## config.mk

```make
export PLATFORM = sky130hd
export DESIGN_NAME = cb_shadow_config
export DESIGN_NICKNAME = d
export VERILOG_FILES = /design/src/rtl/cb_shadow_config.sv
export SDC_FILE = /design/constraint.sdc
export NUM_CORES = 1
export LEC_CHECK = 0
export ABC_CLOCK_PERIOD_IN_PS = 1700
export BUFFER_PORTS_ARGS = -buffer_cell sky130_fd_sc_hd__buf_2
export CORE_ASPECT_RATIO = 0.7
export CORE_UTILIZATION = 35
export CTS_CLUSTER_DIAMETER = 60
export DETAILED_ROUTE_END_ITERATION = 16
export PLACE_DENSITY_LB_ADDON = 0.15
export SYNTH_ARGS = -nofsm -noshare
export SYNTH_HDL_FRONTEND = slang
export SYNTH_SLANG_ARGS = --single-unit
```

## constraint.sdc

```tcl
create_clock -name CLK -period 1.7 [get_ports CLK]
set_input_delay 0.17 -clock CLK [delete_from_list [all_inputs] [get_ports CLK]]
set_output_delay 0.17 -clock CLK [all_outputs]
set_load 0.01 [all_outputs]
```

## src/rtl/cb_shadow_config.sv

```systemverilog
// Connection block with binary-encoded routing selects. Configuration is shifted
// into a shadow chain and committed atomically to the active selects on UPDATE.

module cb_lb_mux #(
  parameter int N    = 5,
  parameter int S_LB = 4
) (
  input  logic [S_LB-1:0] sel_i,
  input  logic [N-1:0]    cb1_i,
  input  logic [N-1:0]    cb2_i,
  output logic            out_o
);
  logic [2*N:0] cand;

  // Candidate 0 is the hard "off"; codes past 2N match nothing and also drive 0.
  assign cand = {cb2_i, cb1_i, 1'b0};

  always_comb begin
    out_o = 1'b0;
    for (int k = 1; k <= 2*N; k++)
      if (sel_i == S_LB'(k)) out_o = cand[k];
  end
endmodule

module cb_trk_mux #(
  parameter int P    = 1,
  parameter int S_CB = 2
) (
  input  logic [S_CB-1:0] sel_i,
  input  logic            cross_i,
  input  logic [P-1:0]    lb1_i,
  input  logic [P-1:0]    lb2_i,
  output logic            out_o
);
  logic [2*P+1:0] cand;

  assign cand = {lb2_i, lb1_i, cross_i, 1'b0};

  always_comb begin
    out_o = 1'b0;
    for (int k = 1; k <= 2*P+1; k++)
      if (sel_i == S_CB'(k)) out_o = cand[k];
  end
endmodule

module cb_shadow_config #(
  parameter int N       = 5,
  parameter int O       = 6,
  parameter int P       = 1,
  parameter int REG_OUT = 0
) (
  input  logic         CLK,
  input  logic         RST,
  input  logic         CE,
  input  logic         SIN,
  input  logic         UPDATE,
  input  logic [P-1:0] LB1_IN,
  input  logic [P-1:0] LB2_IN,
  input  logic [N-1:0] CB1_IN,
  input  logic [N-1:0] CB2_IN,
  output logic [O-1:0] LB1_OUT,
  output logic [O-1:0] LB2_OUT,
  output logic [N-1:0] CB1_OUT,
  output logic [N-1:0] CB2_OUT,
  output logic         SOUT,
  output logic         CFG_VALID,
  output logic         CFG_ERR
);
  localparam int S_LB     = $clog2(2*N+1);
  localparam int S_CB     = $clog2(2*P+2);
  localparam int CFG_BITS = 2*O*S_LB + 2*N*S_CB;
  localparam int CNT_W    = $clog2(CFG_BITS+2);
  localparam int LB2_OFF  = O*S_LB;
  localparam int CB1_OFF  = 2*O*S_LB;
  localparam int CB2_OFF  = CB1_OFF + N*S_CB;

  localparam logic [CNT_W-1:0] CNT_FULL = CNT_W'(CFG_BITS);
  localparam logic [CNT_W-1:0] CNT_MAX  = CNT_W'(CFG_BITS+1);

  logic [CFG_BITS-1:0] shadow_q, shadow_d;
  logic [CFG_BITS-1:0] active_q, active_d;
  logic [CNT_W-1:0]    cnt_q, cnt_d;
  logic                err_q, err_d;
  logic                cfg_full;

  assign cfg_full = (cnt_q == CNT_FULL);

  // UPDATE takes priority over CE: a shift coinciding with a commit is dropped.
  always_comb begin
    shadow_d = shadow_q;
    active_d = active_q;
    cnt_d    = cnt_q;
    err_d    = err_q;
    if (UPDATE) begin
      cnt_d = '0;
      if (cfg_full) begin
        active_d = shadow_q;
        err_d    = 1'b0;
      end else begin
        err_d    = 1'b1;
      end
    end else if (CE) begin
      shadow_d = {SIN, shadow_q[CFG_BITS-1:1]};
      if (cnt_q != CNT_MAX) cnt_d = cnt_q + CNT_W'(1);
    end
  end

  always_ff @(posedge CLK) begin
    if (RST) begin
      shadow_q <= '0;
      active_q <= '0;
      cnt_q    <= '0;
      err_q    <= 1'b0;
    end else begin
      shadow_q <= shadow_d;
      active_q <= active_d;
      cnt_q    <= cnt_d;
      err_q    <= err_d;
    end
  end

  assign SOUT      = shadow_q[0];
  assign CFG_VALID = cfg_full;
  assign CFG_ERR   = err_q;

  logic [O-1:0][S_LB-1:0] lb1_sel, lb2_sel;
  logic [N-1:0][S_CB-1:0] cb1_sel, cb2_sel;
  logic [O-1:0]           lb1_c, lb2_c;
  logic [N-1:0]           cb1_c, cb2_c;

  assign lb1_sel = active_q[LB2_OFF-1:0];
  assign lb2_sel = active_q[CB1_OFF-1:LB2_OFF];
  assign cb1_sel = active_q[CB2_OFF-1:CB1_OFF];
  assign cb2_sel = active_q[CFG_BITS-1:CB2_OFF];

  for (genvar j = 0; j < O; j++) begin : g_lb
    cb_lb_mux #(.N(N), .S_LB(S_LB)) u_lb1 (
      .sel_i(lb1_sel[j]), .cb1_i(CB1_IN), .cb2_i(CB2_IN), .out_o(lb1_c[j]));
    cb_lb_mux #(.N(N), .S_LB(S_LB)) u_lb2 (
      .sel_i(lb2_sel[j]), .cb1_i(CB1_IN), .cb2_i(CB2_IN), .out_o(lb2_c[j]));
  end

  // Each outgoing track may take the opposite-direction track of the same index.
  for (genvar i = 0; i < N; i++) begin : g_cb
    cb_trk_mux #(.P(P), .S_CB(S_CB)) u_cb1 (
      .sel_i(cb1_sel[i]), .cross_i(CB2_IN[i]), .lb1_i(LB1_IN), .lb2_i(LB2_IN),
      .out_o(cb1_c[i]));
    cb_trk_mux #(.P(P), .S_CB(S_CB)) u_cb2 (
      .sel_i(cb2_sel[i]), .cross_i(CB1_IN[i]), .lb1_i(LB1_IN), .lb2_i(LB2_IN),
      .out_o(cb2_c[i]));
  end

  if (REG_OUT != 0) begin : g_reg
    logic [O-1:0] lb1_q, lb2_q;
    logic [N-1:0] cb1_q, cb2_q;

    always_ff @(posedge CLK) begin
      if (RST) begin
        lb1_q <= '0;
        lb2_q <= '0;
        cb1_q <= '0;
        cb2_q <= '0;
      end else begin
        lb1_q <= lb1_c;
        lb2_q <= lb2_c;
        cb1_q <= cb1_c;
        cb2_q <= cb2_c;
      end
    end

    assign LB1_OUT = lb1_q;
    assign LB2_OUT = lb2_q;
    assign CB1_OUT = cb1_q;
    assign CB2_OUT = cb2_q;
  end else begin : g_comb
    assign LB1_OUT = lb1_c;
    assign LB2_OUT = lb2_c;
    assign CB1_OUT = cb1_c;
    assign CB2_OUT = cb2_c;
  end
endmodule

```

==> flow_metrics.py, run 1 <==
metrics = {
    "status": {
        "run_status": "complete, but fails checks",
        "failed_checks": "negative setup slack",
    },
    "layout": {
        "fillCellCount": 2056,
        "fin_cells": 1137,
        "final_cell_mix": "nand2_1 (175), nand2b_1 (136), dfxtp_1 (122)",
        "layout-drive-gt1-share": 0.197,
        "area_growth_pct": 16.8,
        "layout.nets": 868,
        "mostFrequentLayoutCell": "nand2_1",
        "n_antenna_cell": 0,
        "design_area_um2": 8640,
    },
    "placement": {
        "gp_congestion": 0.739,
        "dp_hpwl_um": 10600,
        "dp_cells": 1095,
        "place_area_um2": 7720,
        "place_ws_ps": 27.2,
        "numPortBuffers": 41,
    },
    "global_route": {
        "gr-total-overflow": 0,
        "met1_usage": 0.228,
        "grt_pass1_wl_um": 26900,
        "met2_usage": 0.238,
        "use_met3": 0.0366,
        "grt.total_usage": 0.160,
        "grt-busiest-layer": "met2",
        "grt_max_degree": 69,
        "grt_pass1_vias": 5023,
        "antenna_found_initial": 0,
    },
    "critical_path": {
        "required_ps": 1530,
        "regToRegSetupSlack_ps": 60,
        "start_kind": "flop",
        "crit_chain": "mux2i_1, mux4_2, o2bb2ai_4, buf_6",
        "path_max_fanout": 5,
        "end_kind": "primary output",
        "crit_family": "multiplexers",
        "reg2regPathDepth": 6,
        "cp_num_cells": 4,
        "cp_slowest_cell": "mux4_2",
        "r2r_start": "cnt_q[0]$_SDFFE_PP0P_",
        "cp.arrival_ps": 1710,
        "path_buf_inv": 1,
        "timing.rr.end": "active_q[44]$_SDFFE_PP0P_",
        "worstSetupPathType": "flop to primary output",
        "critical_path.max_stage_delay_ps": 510,
    },
    "logic_synthesis": {
        "seq_area_frac_synth": 0.390,
        "synth_seq_cells": 144,
        "yosysTopAreaCell": "dfxtp_1",
        "synth-warning-count": 0,
        "ys_types": 33,
        "synth_nets": 866,
        "synth_top_area_frac": 0.390,
        "avgSynthCellArea_um2": 8.74,
        "synth_area_um2": 7390,
        "yosys-top-cells-area": "dfxtp_1 (39%), mux2i_1 (16%), nand2b_1 (12%)",
        "netlist_instances": 846,
    },
    "floorplanning": {
        "fp.dieArea_um2": 21700,
        "row_count": 44,
        "ios": 42,
        "start_util": 0.357,
        "dieWidth_um": 176,
        "core-area_um2": 20700,
        "die_height_um": 124,
    },
    "sta": {
        "fin_setup_tns_ps": -1760,
        "tightestPinTransition_ps": 555,
        "fmax_mhz": 533,
        "finalCriticalPeriod_ps": 1880,
        "relSlewSlack": 0.626,
        "rsz0062_at_grt": "true",
        "fin_crit_sh": 1.10,
        "finClkSkew_ps": 6.70,
        "setup_ws_ps": -177,
        "slew_viol_final": 0,
        "hold_violations": 0,
        "finalSetupViolations": 12,
    },
    "power_and_ir_drop": {
        "cellPowerDensity_nw_per_um2": 864,
        "total_power_mw": 7.46,
        "leakage_nw": 2.68,
        "vdd.ir_drop.worst_mv": 0.613,
    },
    "clock_tree": {
        "htreeDepth": 4,
        "cts_tree": "built",
        "clk_latency_ps": 420,
        "clockBufferDepth": 2,
        "numCtsBuffers": 17,
        "cts.sinks": 144,
        "clk_pin_slew_ps": 60,
        "root_buffer": "clkbuf_16",
    },
    "flow_run": {
        "cap_violations": 0,
    },
    "routing": {
        "final_antenna_net_count": 0,
        "drc_errors": 0,
        "drt_iter0_drc": 333,
        "routed_via_density": 4.72,
        "wl_um": 16700,
        "vias": 5366,
        "dr.pass1.iters": 4,
        "drt-wirelength-per-cell_um": 14.7,
    },
    "hold_path": {
        "hold_path_startpoint": "UPDATE",
        "hp-class": "primary input to flop",
        "hold_depth": 3,
        "min_to": "CFG_ERR$_SDFFE_PP0P_",
    },
}
==> sequential cells by signal, indices dropped and copies added (netlist names) <==
register / count
active_q: 68
shadow_q: 68
cnt_q: 7
CFG_ERR: 1
==> how the worst max path moves through the flow <==
| stage | start | endpoint | slack (ps) |
|---|---|---|---|
| 2_1_floorplan | cnt_q[0]$_SDFFE_PP0P_ | active_q[58]$_SDFFE_PP0P_ | 120 |
| 3_3_place_gp | CB2_IN[1] | LB1_OUT[3] | 40 |
| 3_5_place_dp | active_q[14]$_SDFFE_PP0P_ | LB1_OUT[3] | 30 |
| 4_1_cts | active_q[14]$_SDFFE_PP0P_ | LB1_OUT[3] | -200 |
| 5_1_grt | active_q[30]$_SDFFE_PP0P_ | LB2_OUT[1] | -250 |
| 6_report | active_q[14]$_SDFFE_PP0P_ | LB1_OUT[3] | -180 |
==> Yosys cell counts (all sizes together) <==
| library cell | instances |
|---|---|
| a21oi | 73 |
| xor2 | 1 |
| ha | 3 |
| clkbuf | 44 |
| inv | 2 |
| nor4b | 2 |
| o21ai | 24 |
| o2bb2ai | 12 |
| nor2 | 3 |
| and2 | 2 |
| nand2 | 175 |
| nand3 | 1 |
| mux4 | 12 |
| a211o | 1 |
| nor3 | 2 |
| mux2i | 118 |
| dfxtp | 144 |
| nand3b | 12 |
| or3 | 2 |
| a21boi | 1 |
| mux2 | 10 |
| buf | 48 |
| nand4 | 2 |
| or2 | 1 |
| nor2b | 13 |
| nand2b | 137 |
| and3 | 1 |
==> kinds of logic after synthesis <==
| kind of cell | Yosys count | share of synthesized area |
|---|---|---|
| adders and majority gates | 3 | 0.00508 |
| buffers and inverters | 94 | 0.0689 |
| and+or+nand+nor | 353 | 0.241 |
| muxes | 140 | 0.212 |
| AOI/OAI and AO/OA | 111 | 0.0821 |
| xor gates and xnor gates | 1 | 0.00118 |
| DFF | 144 | 0.390 |
==> metrics by stage <==
step | utilization | hold WS (ps)
finish | 0.417 | 74.4
detailed placement | 0.373 | 431
global placement | 0.373 | 423
global route | 0.417 | 105
floorplan | - | 306
CTS | 0.415 | 70.3
==> report_power, final <==
group          switching, mW  internal [mW]
registers            0.00310           3.36
clock network           1.51           2.20
logic                  0.245          0.146
==> worst min-delay path: stages <==
cell,delay [ps]
buf_2,140
nor2_1,90
nor3_1,50
==> per-layer routing <==
metal,vias to the layer above,wire length (um)
met5,-,0
li1,2801,-
met2,51,6970
met4,0,151
met1,2503,9020
met3,11,523
==> area by class of cell <==
type / instances / area [um2] / share of cell area
multi-input cells: 608 / 4180 / 0.484
flip-flops and latches: 144 / 2940 / 0.340
repair buffers: 75 / 584 / 0.0677
clock buffers: 19 / 443 / 0.0513
well taps: 276 / 345 / 0.0400
clock inverters: 13 / 138 / 0.0159
inverters: 2 / 7.51 / 0.000869
==> timing repair <==
| item | in CTS | in global routing |
|---|---|---|
| hold endpoints to repair | 1 | 0 |
| setup buffers | 8 | 1 |
| endpoints found under the setup margin | 13 | 21 |
| hold buffers | 1 | 0 |
| gates resized for setup | 48 | 15 |
| pin swaps | 13 | 1 |
Note: power is estimated with default switching activity, not from simulation.
==> inputs of run 2 (changes only) <==
BUFFER_PORTS_ARGS = not set   (was -buffer_cell sky130_fd_sc_hd__buf_2)
CORE_MARGIN = 1.5   (was not set)
DONT_BUFFER_PORTS = 1   (was not set)
TNS_END_PERCENT = 1   (was not set)
==> run 2 against run 1 <==
  * The run still ends with negative setup slack left
  * Critical path type unchanged
  * Largest cell class unchanged
  * Critical endpoint unchanged
  * Via count increased by 9.3%
  * Clock power rose by 9.7%
  * First-iteration DRC count grew 4.5%
==> flow_metrics.py, run 2 (same netlist as run 1, synthesis figures left out) <==
metrics = {
    "status": {
        "run_status": "complete, but fails checks",
        "failed_checks": "negative setup slack",
    },
    "clock_tree": {
        "cts.sinks": 144,
        "root_buffer": "clkbuf_16",
        "htreeDepth": 4,
        "cts_tree": "built",
        "clk_latency_ps": 420,
        "numCtsBuffers": 17,
        "clk_pin_slew_ps": 60,
        "clockBufferDepth": 2,
    },
    "layout": {
        "layout-drive-gt1-share": 0.119,
        "fillCellCount": 2019,
        "fin_cells": 1161,
        "fin_util": 0.444,
        "area_growth_pct": 24.3,
        "largest_registers": "active_q x68, shadow_q x68, cnt_q x7",
        "mostFrequentLayoutCell": "nand2_1",
        "layout.nets": 893,
        "design_area_um2": 9190,
        "final_cell_mix": "nand2_1 (175), nand2b_1 (136), dfxtp_1 (126)",
        "n_antenna_cell": 0,
    },
    "routing": {
        "final_antenna_net_count": 0,
        "wl_um": 18600,
        "drt-wirelength-per-cell_um": 16.0,
        "drc_errors": 0,
        "dr.pass1.iters": 5,
        "drt_iter0_drc": 348,
        "vias": 5866,
        "routed_via_density": 5.05,
    },
    "global_route": {
        "met1_usage": 0.242,
        "grt.total_usage": 0.179,
        "grt_pass1_wl_um": 30800,
        "grt_pass1_vias": 5925,
        "use_met3": 0.0470,
        "antenna_found_initial": 0,
        "grt_max_degree": 129,
        "grt-busiest-layer": "met2",
        "met2_usage": 0.279,
        "gr-total-overflow": 0,
    },
    "power_and_ir_drop": {
        "clkPwrFrac": 0.529,
        "power.internal_mw": 6.11,
        "power_frac_comb": 0.033,
        "cellPowerDensity_nw_per_um2": 836,
        "vdd.ir_drop.worst_mv": 0.626,
        "switching_share": 0.205,
        "p_seq_frac": 0.438,
        "leakage_nw": 2.96,
        "switching_power_mw": 1.58,
    },
    "placement": {
        "numPortBuffers": 0,
        "dp_hpwl_um": 10100,
        "gp_congestion": 0.729,
        "place_area_um2": 7440,
        "dp_cells": 1046,
    },
    "sta": {
        "setup_ws_ps": -182,
        "finalCriticalPeriod_ps": 1880,
        "rsz0062_at_grt": "true",
        "fmax_mhz": 531,
        "hold_violations": 0,
        "tightestPinTransition_ps": 590,
        "fin_crit_sh": 1.11,
        "slew_viol_final": 0,
        "finClkSkew_ps": 7.70,
        "relSlewSlack": 0.602,
        "finalSetupViolations": 12,
    },
    "critical_path": {
        "path_max_fanout": 5,
        "end_kind": "primary output",
        "critical_path.max_stage_delay_ps": 510,
        "cp.arrival_ps": 1710,
        "cp_slowest_cell": "mux4_2",
        "reg2regPathDepth": 6,
        "required_ps": 1530,
        "start_kind": "flop",
        "worstSetupPathType": "flop to primary output",
        "crit_chain": "mux2i_1, mux4_2, o2bb2ai_4, buf_6",
    },
    "floorplanning": {
        "start_util": 0.357,
        "dieWidth_um": 177,
        "core-area_um2": 20700,
        "die_height_um": 125,
        "row_count": 44,
        "ios": 42,
        "fp.dieArea_um2": 22000,
    },
    "hold_path": {
        "hp-class": "primary input to flop",
        "hold_depth": 3,
    },
    "flow_run": {
        "cap_violations": 0,
    },
}
[run 2: cell count changes in the layout (fill, tap and decap cells not counted), moves of 3 or more]
cell / delta
o2bb2ai_4: +3
dlygate4sd3_1: +80
dfxtp_1: +4
buf_2: -33
bufinv_16: +3
o2bb2ai_2: -3
dfxtp_2: -5
buf_4: -20
clkinvlp_4: -6
[run 2: per-stage QoR]
step / setup WS (ps) / hold WS (ps) / TNS [ps] / total power [mW]
2_1_floorplan: 124 / 306 / 0 / 3.70
3_3_place_gp: 128 / 252 / 0 / 3.65
3_5_place_dp: 34.6 / 256 / 0 / 3.65
4_1_cts: -180 / 5.51 / -1480 / 7.76
5_1_grt: -234 / 36.3 / -2080 / 7.96
6_report: -182 / 24.3 / -1250 / 7.69
[run 2: area by class of cell]
type	instances	area [um2]	area share
clock buffers	20	447	0.0486
clock inverters	11	188	0.0204
inverters	2	7.51	0.000817
multi-input cells	608	4210	0.458
flip-flops and latches	144	2940	0.319
well taps	276	345	0.0376
repair buffers	100	1050	0.115
[run 2: power by group through the flow]
stage                     logic, mW  clock network (mW)  registers (mW)
after floorplan               0.240                   0            3.46
after global placement        0.190                   0            3.46
after detailed placement      0.194                   0            3.46
after CTS                     0.249                4.15            3.37
after global routing          0.274                4.32            3.37
final                         0.250                4.07            3.37
[run 2: routing by layer]
layer | wire, um | up-vias
met1 | 9010 | 2874
met4 | 237 | 0
met2 | 8390 | 119
met3 | 971 | 18
met5 | 0 | -
li1 | - | 2855
[run 2: repair_timing]
action	in CTS	in global routing
resized for setup	47	10
hold buffers	82	0
endpoints found under the hold margin	144	0
gates cloned	0	0
buffers inserted	2	0
setup endpoints to repair	12	51
pin swaps	10	2
[run 2: worst max-delay path: cells and delay by family, from the launching register on]
family | cells | cell delay [ps]
compound gates | 1 | 170
buf+inv | 1 | 120
flops | 1 | 360
mux | 2 | 640
[run 2: final timing paths]
| path | slack (ps) | startpoint | to |
|---|---|---|---|
| setup reg to reg | 70 | cnt_q[0]$_SDFFE_PP0P_ | active_q[42]$_SDFFE_PP0P_ |
| hold reg to reg | 480 | shadow_q[5]$_SDFFE_PP0P_ | active_q[5]$_SDFFE_PP0P_ |
| setup / recovery | -180 | active_q[14]$_SDFFE_PP0P_ | LB1_OUT[3] |
| hold / removal | 20 | CE | cnt_q[2]$_SDFFE_PP0P_ |
==> inputs of run 3 (changes only) <==
ABC_CLOCK_PERIOD_IN_PS = 1900   (was 1700)
clock period = 1.9 ns   (was 1.7 ns; I/O delays follow)
==> run 3 against run 2 <==
  * The run now ends clean
  * Sequential share of layout area is 1.1 points higher
  * Critical path depth stayed put
  * Flip-flop and latch count stayed put
  * Non-clock buffer count is 27 lower
  * Clock power is 13% lower
  * Final area is 4.0% lower
  * Combinational power is 9.6% lower
  * Register-to-register slack better by 140 ps
  * Sequential power is 10% lower
  * Hold slack worse by 13 ps
  * Core utilization is 1.8 points lower
  * Critical path type unchanged
==> flow_metrics.py, run 3 (same netlist as run 1, synthesis figures left out) <==
metrics = {
    "critical_path": {
        "path_buf_inv": 1,
        "start_kind": "flop",
        "worstSetupPathType": "flop to primary output",
        "cp_slowest_cell": "mux4_2",
        "cp.arrival_ps": 1690,
        "crit_chain": "mux2i_1, mux4_2, o2bb2ai_2, buf_4",
        "crit_family": "multiplexers",
        "end_kind": "primary output",
        "critical_path.max_stage_delay_ps": 470,
        "path_max_fanout": 6,
        "required_ps": 1710,
    },
    "routing": {
        "wl_met1_um": 9400,
        "wl_um": 18600,
        "drt-wirelength-per-cell_um": 16.4,
        "final_antenna_net_count": 0,
        "vias": 5627,
        "dr.pass1.iters": 5,
        "drt_iter0_drc": 402,
        "dr_wl_met3_um": 895,
        "wl_met2_um": 8120,
        "top_layer": "met4",
        "routed_via_density": 4.96,
        "drc_errors": 0,
    },
    "sta": {
        "fin_setup_tns_ps": 0,
        "relSlewSlack": 0.610,
        "slew_viol_final": 0,
        "finalSetupViolations": 0,
        "finClkSkew_ps": 9.51,
        "finalCriticalPeriod_ps": 1880,
        "fin_crit_sh": 0.990,
        "fin_hold_ws_ps": 11.0,
        "rsz0062_at_grt": "true",
        "tightestPinTransition_ps": 578,
        "hold_violations": 0,
        "fmax_mhz": 531,
    },
    "layout": {
        "area_growth_pct": 19.4,
        "largest_registers": "active_q x68, shadow_q x68, cnt_q x7",
        "final_cell_mix": "nand2_1 (175), nand2b_1 (136), dfxtp_1 (129)",
        "design_area_um2": 8830,
        "layout.nets": 866,
        "n_antenna_cell": 0,
        "fin_util": 0.426,
        "mostFrequentLayoutCell": "nand2_1",
        "fin_cells": 1134,
        "layout-drive-gt1-share": 0.107,
        "fillCellCount": 2071,
    },
    "placement": {
        "dp_cells": 1037,
        "gp_congestion": 0.732,
        "place_area_um2": 7360,
        "dp_hpwl_um": 10100,
        "numPortBuffers": 0,
    },
    "global_route": {
        "grt.total_usage": 0.178,
        "grt_pass1_vias": 5720,
        "antenna_found_initial": 0,
        "gr-total-overflow": 0,
        "grt_pass1_wl_um": 30400,
        "grt_max_degree": 145,
    },
    "power_and_ir_drop": {
        "vdd.ir_drop.worst_mv": 0.504,
        "cellPowerDensity_nw_per_um2": 772,
        "leakage_nw": 2.79,
    },
    "floorplanning": {
        "row_count": 44,
        "start_util": 0.357,
        "fp.dieArea_um2": 22000,
        "dieWidth_um": 177,
        "core-area_um2": 20700,
        "die_height_um": 125,
        "ios": 42,
    },
    "clock_tree": {
        "cts_tree": "built",
        "root_buffer": "clkbuf_16",
        "clk_pin_slew_ps": 60,
        "clockBufferDepth": 2,
        "cts_setup_buffers": 0,
        "numCtsBuffers": 17,
        "cts.sinks": 144,
        "clk_latency_ps": 430,
        "htreeDepth": 4,
    },
    "hold_path": {
        "hp-class": "primary input to flop",
    },
    "status": {
        "run_status": "completed",
    },
    "flow_run": {
        "cap_violations": 0,
    },
}
-- run 3: changes by cell type in the layout (fill, tap and decap cells not counted), sizes merged --
cell,before,now
bufinv,5,4
clkbuf,20,18
buf,19,8
dlygate4sd3,81,65
inv,2,3
clkinvlp,0,2
-- run 3: worst paths after layout --
kind	startpoint	slack [ps]	end	cells past startpoint
setup / recovery	active_q[14]$_SDFFE_PP0P_	20	LB1_OUT[3]	4
hold / removal	UPDATE	10	shadow_q[9]$_SDFFE_PP0P_	3
setup reg to reg	cnt_q[0]$_SDFFE_PP0P_	210	active_q[61]$_SDFFE_PP0P_	6
hold reg to reg	shadow_q[7]$_SDFFE_PP0P_	470	shadow_q[7]$_SDFFE_PP0P_	2
-- run 3: routing by layer --
metal  track usage  vias up
li1              -     2794
met1         0.245     2715
met2         0.274       99
met3        0.0488       19
met4        0.0479        0
met5             0        -
-- run 3: metrics by stage --
stage,setup WS (ps),total power [mW]
floorplan,324,3.31
global placement,294,3.26
detailed placement,212,3.27
CTS,-12.8,6.90
global route,-31.7,7.06
finish,18.1,6.81
-- run 3: final cells by class --
| cell class | instances | area, um2 | share of cell area |
|---|---|---|---|
| clock inverters | 13 | 189 | 0.0214 |
| clock buffers | 18 | 429 | 0.0486 |
| repair buffers | 73 | 788 | 0.0893 |
| well taps | 276 | 345 | 0.0391 |
| multi-input cells | 608 | 4160 | 0.471 |
| flip-flops and latches | 144 | 2910 | 0.330 |
| inverters | 2 | 7.51 | 0.000851 |
-- run 3: where the power goes --
group	switching, mW	internal (mW)	leakage (nW)
clock network	1.37	2.20	0.296
logic	0.120	0.106	1.32
registers	0.00504	3.02	1.17
total	1.49	5.32	2.79
-- run 3: worst min-delay path, delay by kind of cell --
family	cells	cell delay (ps)
AO/OA/AOI/OAI	1	50
AND/OR/NAND/NOR	2	140
-- run 3: repair_timing --
item,4_1_cts,5_1_grt
gates cloned,0,0
endpoints found under the setup margin,12,6
hold buffers,66,0
gates resized for setup,30,8
hold endpoints to repair,144,0
pin swaps,3,0
